===== src/rtl/inst_fetch_ctrl.sv =====
// rtl/inst_fetch_ctrl.sv - instruction fetch sequencer with 2-entry decode queue
//
// Owns the PC and drives it straight onto imem_addr. The instruction memory is
// read combinationally, so the word on imem_inst is captured in the same cycle.
// Fetched {pc, inst} pairs go into a 2-entry FIFO that feeds decode over a
// valid/ready handshake.
//
// Ports:
//   clk, rst_n          clock, asynchronous active-low reset
//   fetch_en            1 = fetching allowed, 0 = pause
//   imem_addr/imem_inst fetch address (= pc) and combinational read data
//   redirect_valid/_pc  one-cycle redirect: flush queue, load new pc
//   out_valid/_ready    decode handshake; out_inst/out_pc show queue head
//   fault               sticky flag: illegal pc reached, fetching stopped
module inst_fetch_ctrl #(
  parameter int                 ADDR_W     = 16,
  parameter int                 IMEM_BYTES = 128,
  parameter logic [ADDR_W-1:0]  RESET_PC   = '0
) (
  input  logic              clk,
  input  logic              rst_n,
  input  logic              fetch_en,
  output logic [ADDR_W-1:0] imem_addr,
  input  logic [15:0]       imem_inst,
  input  logic              redirect_valid,
  input  logic [ADDR_W-1:0] redirect_pc,
  output logic              out_valid,
  input  logic              out_ready,
  output logic [15:0]       out_inst,
  output logic [ADDR_W-1:0] out_pc,
  output logic              fault
);

  typedef enum logic [1:0] {
    S_IDLE  = 2'd0,
    S_FETCH = 2'd1,
    S_FAULT = 2'd2
  } state_t;

  // One extra bit so the limit compare is exact even when IMEM_BYTES == 2^ADDR_W.
  localparam logic [ADDR_W:0] IMEM_LIM = IMEM_BYTES[ADDR_W:0];

  state_t            state_q, state_d;
  logic [ADDR_W-1:0] pc_q, pc_d;
  logic              fault_q, fault_d;
  logic [1:0]        count_q, count_d;
  // Entry 0 is always the head; entry 1 only meaningful when count == 2.
  logic [ADDR_W-1:0] e0_pc_q, e0_pc_d, e1_pc_q, e1_pc_d;
  logic [15:0]       e0_inst_q, e0_inst_d, e1_inst_q, e1_inst_d;

  logic pop, push, pc_bad, redir_bad;

  function automatic logic illegal_pc(input logic [ADDR_W-1:0] a);
    return a[0] | ({1'b0, a} >= IMEM_LIM);
  endfunction

  always_ff @(posedge clk or negedge rst_n) begin
    if (!rst_n) begin
      state_q   <= S_IDLE;
      pc_q      <= RESET_PC;
      fault_q   <= 1'b0;
      count_q   <= 2'd0;
      e0_pc_q   <= '0;
      e0_inst_q <= '0;
      e1_pc_q   <= '0;
      e1_inst_q <= '0;
    end else begin
      state_q   <= state_d;
      pc_q      <= pc_d;
      fault_q   <= fault_d;
      count_q   <= count_d;
      e0_pc_q   <= e0_pc_d;
      e0_inst_q <= e0_inst_d;
      e1_pc_q   <= e1_pc_d;
      e1_inst_q <= e1_inst_d;
    end
  end

  always_comb begin
    state_d   = state_q;
    pc_d      = pc_q;
    fault_d   = fault_q;
    count_d   = count_q;
    e0_pc_d   = e0_pc_q;
    e0_inst_d = e0_inst_q;
    e1_pc_d   = e1_pc_q;
    e1_inst_d = e1_inst_q;
    push      = 1'b0;
    pop       = (count_q != 2'd0) & out_ready;
    pc_bad    = illegal_pc(pc_q);
    redir_bad = illegal_pc(redirect_pc);

    if (redirect_valid) begin
      // Flush only clears the count; entry 0 keeps its contents so the
      // outputs hold their last value while out_valid is low.
      count_d = 2'd0;
      pc_d    = redirect_pc;
      if (redir_bad) begin
        state_d = S_FAULT;
        fault_d = 1'b1;
      end else begin
        fault_d = 1'b0;
        state_d = fetch_en ? S_FETCH : S_IDLE;
      end
    end else begin
      unique case (state_q)
        S_IDLE: begin
          if (fetch_en) state_d = S_FETCH;
        end
        S_FETCH: begin
          if (pc_bad) begin
            state_d = S_FAULT;
            fault_d = 1'b1;
          end else begin
            push = (count_q < 2'd2) | pop;
            if (push) pc_d = pc_q + ADDR_W'(2);
            if (!fetch_en) state_d = S_IDLE;
          end
        end
        S_FAULT: ;
        default: state_d = S_IDLE;
      endcase

      unique case ({push, pop})
        2'b10: begin
          if (count_q == 2'd0) begin
            e0_pc_d   = pc_q;
            e0_inst_d = imem_inst;
          end else begin
            e1_pc_d   = pc_q;
            e1_inst_d = imem_inst;
          end
          count_d = count_q + 2'd1;
        end
        2'b01: begin
          // Popping the last entry leaves entry 0 untouched (held output).
          if (count_q == 2'd2) begin
            e0_pc_d   = e1_pc_q;
            e0_inst_d = e1_inst_q;
          end
          count_d = count_q - 2'd1;
        end
        2'b11: begin
          if (count_q == 2'd2) begin
            e0_pc_d   = e1_pc_q;
            e0_inst_d = e1_inst_q;
            e1_pc_d   = pc_q;
            e1_inst_d = imem_inst;
          end else begin
            e0_pc_d   = pc_q;
            e0_inst_d = imem_inst;
          end
        end
        default: ;
      endcase
    end
  end

  assign imem_addr = pc_q;
  assign out_valid = (count_q != 2'd0);
  assign out_inst  = e0_inst_q;
  assign out_pc    = e0_pc_q;
  assign fault     = fault_q;

endmodule


===== config.mk =====
export PLATFORM = sky130hd
export DESIGN_NAME = inst_fetch_ctrl
export DESIGN_NICKNAME = d
export VERILOG_FILES = /design/src/rtl/inst_fetch_ctrl.sv
export SDC_FILE = /design/constraint.sdc
export NUM_CORES = 1
export LEC_CHECK = 0
export BUFFER_PORTS_ARGS = -buffer_cell sky130_fd_sc_hd__buf_2
export CORE_UTILIZATION = 40
export CTS_BUF_LIST = sky130_fd_sc_hd__clkbuf_4 sky130_fd_sc_hd__clkbuf_8
export CTS_CLUSTER_DIAMETER = 50
export DETAILED_ROUTE_END_ITERATION = 16
export PLACE_DENSITY_LB_ADDON = 0.2
export SLEW_MARGIN = 20
export SYNTH_ARGS = -nofsm -noshare
export SYNTH_HDL_FRONTEND = slang
export SYNTH_SLANG_ARGS = --single-unit

===== constraint.sdc =====
create_clock -name clk -period 3.7 [get_ports clk]
set_clock_uncertainty 0.2 [all_clocks]
set_input_delay 0.185 -clock clk [delete_from_list [all_inputs] [get_ports clk]]
set_output_delay 0.185 -clock clk [all_outputs]
set_load 0.02 [all_outputs]

==> impl_results.md <==
- N_diodes: 0
- Power Total: around 0.0019 W
- Cell total after placement: 594
- RSZ-0062 raised after global routing: no
- Number of routed nets with antenna violations: 0
- Worst Hold Class: in -> reg
- Post-synthesis compound-gate area fraction: 15.7%
- WP data required: about 3.8 ns
- F_max: between 300 and 400 MHz
- Chip width: roughly 110 um
- Num CTS Buffers: 9
- Postcts setup bufs: 0
- Min Tclk post-route: between 3 and 4 ns
- Arr. time, crit path: between 3 and 4 ns
- Comb pwr share: ~13%
- Avg Inst Size Synth: around 12 um2
- Final instance area: ~0.0057 mm2
- Post-synthesis simple-gate area fraction: roughly a tenth
- Fin crit share: a little under nine tenths
- Worst-skew pair later-pin latency: about 0.36 ns
- Final Core Density: ~52%
- Ports: 87
- Cell variety after synth: between 40 and 50
- Finish-stage setup viols: 0
- Syn-to-layout area delta: 24.2%
- Most frequent cells in the layout: dfrtp_1 (85), buf_2 (85), mux2_2 (41), nand2_1 (37), dlygate4sd3_1 (35)
- Flops & latches, synth: 85
- M2 GR Usage: 36.0%
- Sw Share: between 20% and 30%
- Max Cap Violations: 0
- Met3 Use GR: 5.50%
- Core Footprint: 0.0110 mm2
- Die area: 0.0118 mm2
- Largest family of logic cells by synthesized area: multiplexers
- Register share of total power: between 50% and 60%
- Sequential fraction of the synthesis area: between 40% and 50%
- Clk sinks: 85
- Core Rows: 38
- Grt met1 use: between 20% and 30%
- Slowest CP cell: or4_2
- CP delay by family, top: simple AND/OR/NAND/NOR gates
- Buffer depth of the longest clock path: 2
- WP buf/inv: 1
- Final hold violations: 0
- Root buf cell: clkbuf_8
- CP max stage delay: ~1.1 ns
- WL per Instance: 18.5 um
- Syn_nets: about 430
- Post-Layout Cell Count: between 600 and 700
- Slew Viols, Final: 0
- Die H: approximately 110 um
- CTS tree: yes
- Pwr per Cell Area: 338 mW/mm2
- Fillers: 982
- Gate Count Post-Synth: 394
- Hpwl dp: approximately 7300 um
- GRT overflow: 0
- VDD IR max: 0.265 mV
- P_leak: between 2 and 3 nW
- GRT Overall Usage: between 20 and 25%
- Initial DRC Count: roughly 260
- Setup_tns: 0 ns
- Layout cell share with drive strength beyond 1: approximately a third
- Post-synthesis cell area: about 0.0046 mm2
- DR vias/cell: about 5.7
- Startpoint types: register
- Reg clk slew, reported paths: roughly 0.09 ns
- DP Area: between 0.005 and 0.006 mm2
- CP max FO: 34
- First-pass GRT wire length: ~20000 um
- Ys Warns: 0
- Largest net degree at the start of global routing: 64
- Slew margin rel.: between 40 and 50%
- CP Class: reg -> reg
- Outcome: finished clean
- DRC Markers: 0
- XOR/XNOR share of the synthesized area: less than 1%
- Switching Power: roughly 0.00052 W
- Gr busiest metal: met2
- Initial antenna violation count: 0
- Slew of the pin with the lowest slew margin: 0.836 ns
- Mux contribution to synthesized area: 22.8%
- Vias: between 3000 and 4000
- Nets: roughly 540
- Vias in the first global route: about 3800
- Post-CTS Resized: 0
- Worst Setup End Kind: register
- PortBufs: 86
- CP cell instances: or4_2 > o41a_1 > nor3_1 > o21a_1 > dlygate4sd3_1
- Post-Route WL: around 12000 um
- Post-Synth Adder-Cell Area: 0.274%
- H-tree depth: 3
- Internal: between 0.001 and 0.0015 W
- Clk network pwr share: about a third
- Drt pass-1 iters: 4
- RD Place Congestion: approximately 0.8
- Initial core utilization: 41.5%
==> Yosys cell counts, drive strengths merged <==
library cell / count / area share, %
clkbuf: 20 / 1.7
or4b: 1 / 0.22
a21oi: 3 / 0.33
a22oi: 1 / 0.16
nand4: 4 / 0.69
o21a: 3 / 0.49
o311ai: 33 / 6.3
a221oi: 1 / 0.33
o211ai: 31 / 5.1
or3: 2 / 0.27
o41a: 1 / 0.25
mux2i: 33 / 7.2
nand2b: 1 / 0.14
mux2: 63 / 16
ha: 1 / 0.27
nand3: 5 / 0.66
inv: 8 / 0.66
buf: 14 / 1.8
a31oi: 3 / 0.41
nor4: 5 / 1.3
nand2: 37 / 3.0
nor4b: 3 / 0.91
xor2: 1 / 0.19
nor2b: 12 / 1.6
or4: 4 / 0.66
o31ai: 1 / 0.16
a2111oi: 1 / 0.60
o21ai: 7 / 0.77
nor2: 3 / 0.25
a211o: 1 / 0.19
and4: 1 / 0.19
a311oi: 2 / 0.38
o32ai: 1 / 0.19
nor3: 2 / 0.22
dfrtp: 85 / 47
==> cell families (layout without fill, tap and decap cells) <==
group           Yosys count  after routing
simple gates             80             80
fa+ha+maj                 1              1
flops                    85             85
xor+xnor                  1              1
buf+inv                  42            153
mux                      96             96
compound gates           89             89
==> routing by layer <==
metal / wire length (um) / up-vias
met5: 0 / -
met1: 5510 / 1835
li1: - / 1730
met3: 572 / 10
met4: 87 / 0
met2: 5770 / 110
==> registers in the layout, summed over array words and instances (netlist names) <==
signal	cells
count_q	2
e1_inst_q	16
e1_pc_q	16
fault	1
imem_addr	16
out_inst	16
out_pc	16
state_q	2
==> final cells by class <==
class / count / area [um2] / area share (%)
clock buffer: 11 / 145 / 2.56
clock inverter: 5 / 50.0 / 0.884
timing repair buffer: 129 / 863 / 15.3
tap: 140 / 175 / 3.09
inverter: 8 / 30.0 / 0.531
sequential: 85 / 2130 / 37.6
multi-input combinational: 267 / 2270 / 40.1
==> repair_timing <==
action,in CTS,in global routing
endpoints found under the setup margin,0,0
hold endpoints to repair,99,0
hold buffers,35,0
==> through the flow <==
stage                     hold slack (ns)  setup slack [ns]
final                              0.0571             0.532
after global routing               0.0677             0.458
after CTS                          0.0456             0.530
after detailed placement            0.153             0.900
after global placement              0.150             0.800
after floorplan                    -0.311              1.28
==> worst register-to-register path: cells and delay by family (launching register included) <==
family                 cells  cell delay (ns)
and+or+nand+nor            2             1.24
buffers and inverters      1             0.54
DFF                        1             0.49
AOI/OAI and AO/OA          2             0.64
==> path summary, 6_finish.rpt <==
path / start / to / slack (ns) / cells past startpoint
min: out_ready / count_q[0]$_DFFE_PN0P_ / 0.06 / 4
min in group asynchronous: rst_n / out_inst[15]$_DFFE_PN0P_ / 0.27 / 2
min reg2reg: e1_pc_q[3]$_DFFE_PN0P_ / e1_pc_q[3]$_DFFE_PN0P_ / 0.29 / 1
max: imem_addr[0]$_DFFE_PN0P_ / state_q[0]$_DFFE_PN0P_ / 0.53 / 5
max reg2reg: imem_addr[0]$_DFFE_PN0P_ / state_q[0]$_DFFE_PN0P_ / 0.53 / 5
max in group asynchronous: rst_n / imem_addr[11]$_DFFE_PN0P_ / 2.19 / 3
==> power groups by stage <==
stage	Clock, W	Combinational, W	Sequential (W)
final	0.000672	0.000241	0.00100
after global routing	0.000742	0.000269	0.00101
after CTS	0.000694	0.000244	0.00100
after detailed placement	0	0.000214	0.00102
after global placement	0	0.000210	0.00102
after floorplan	0	0.0000882	0.00104
Power figures use the tool's default switching activity.
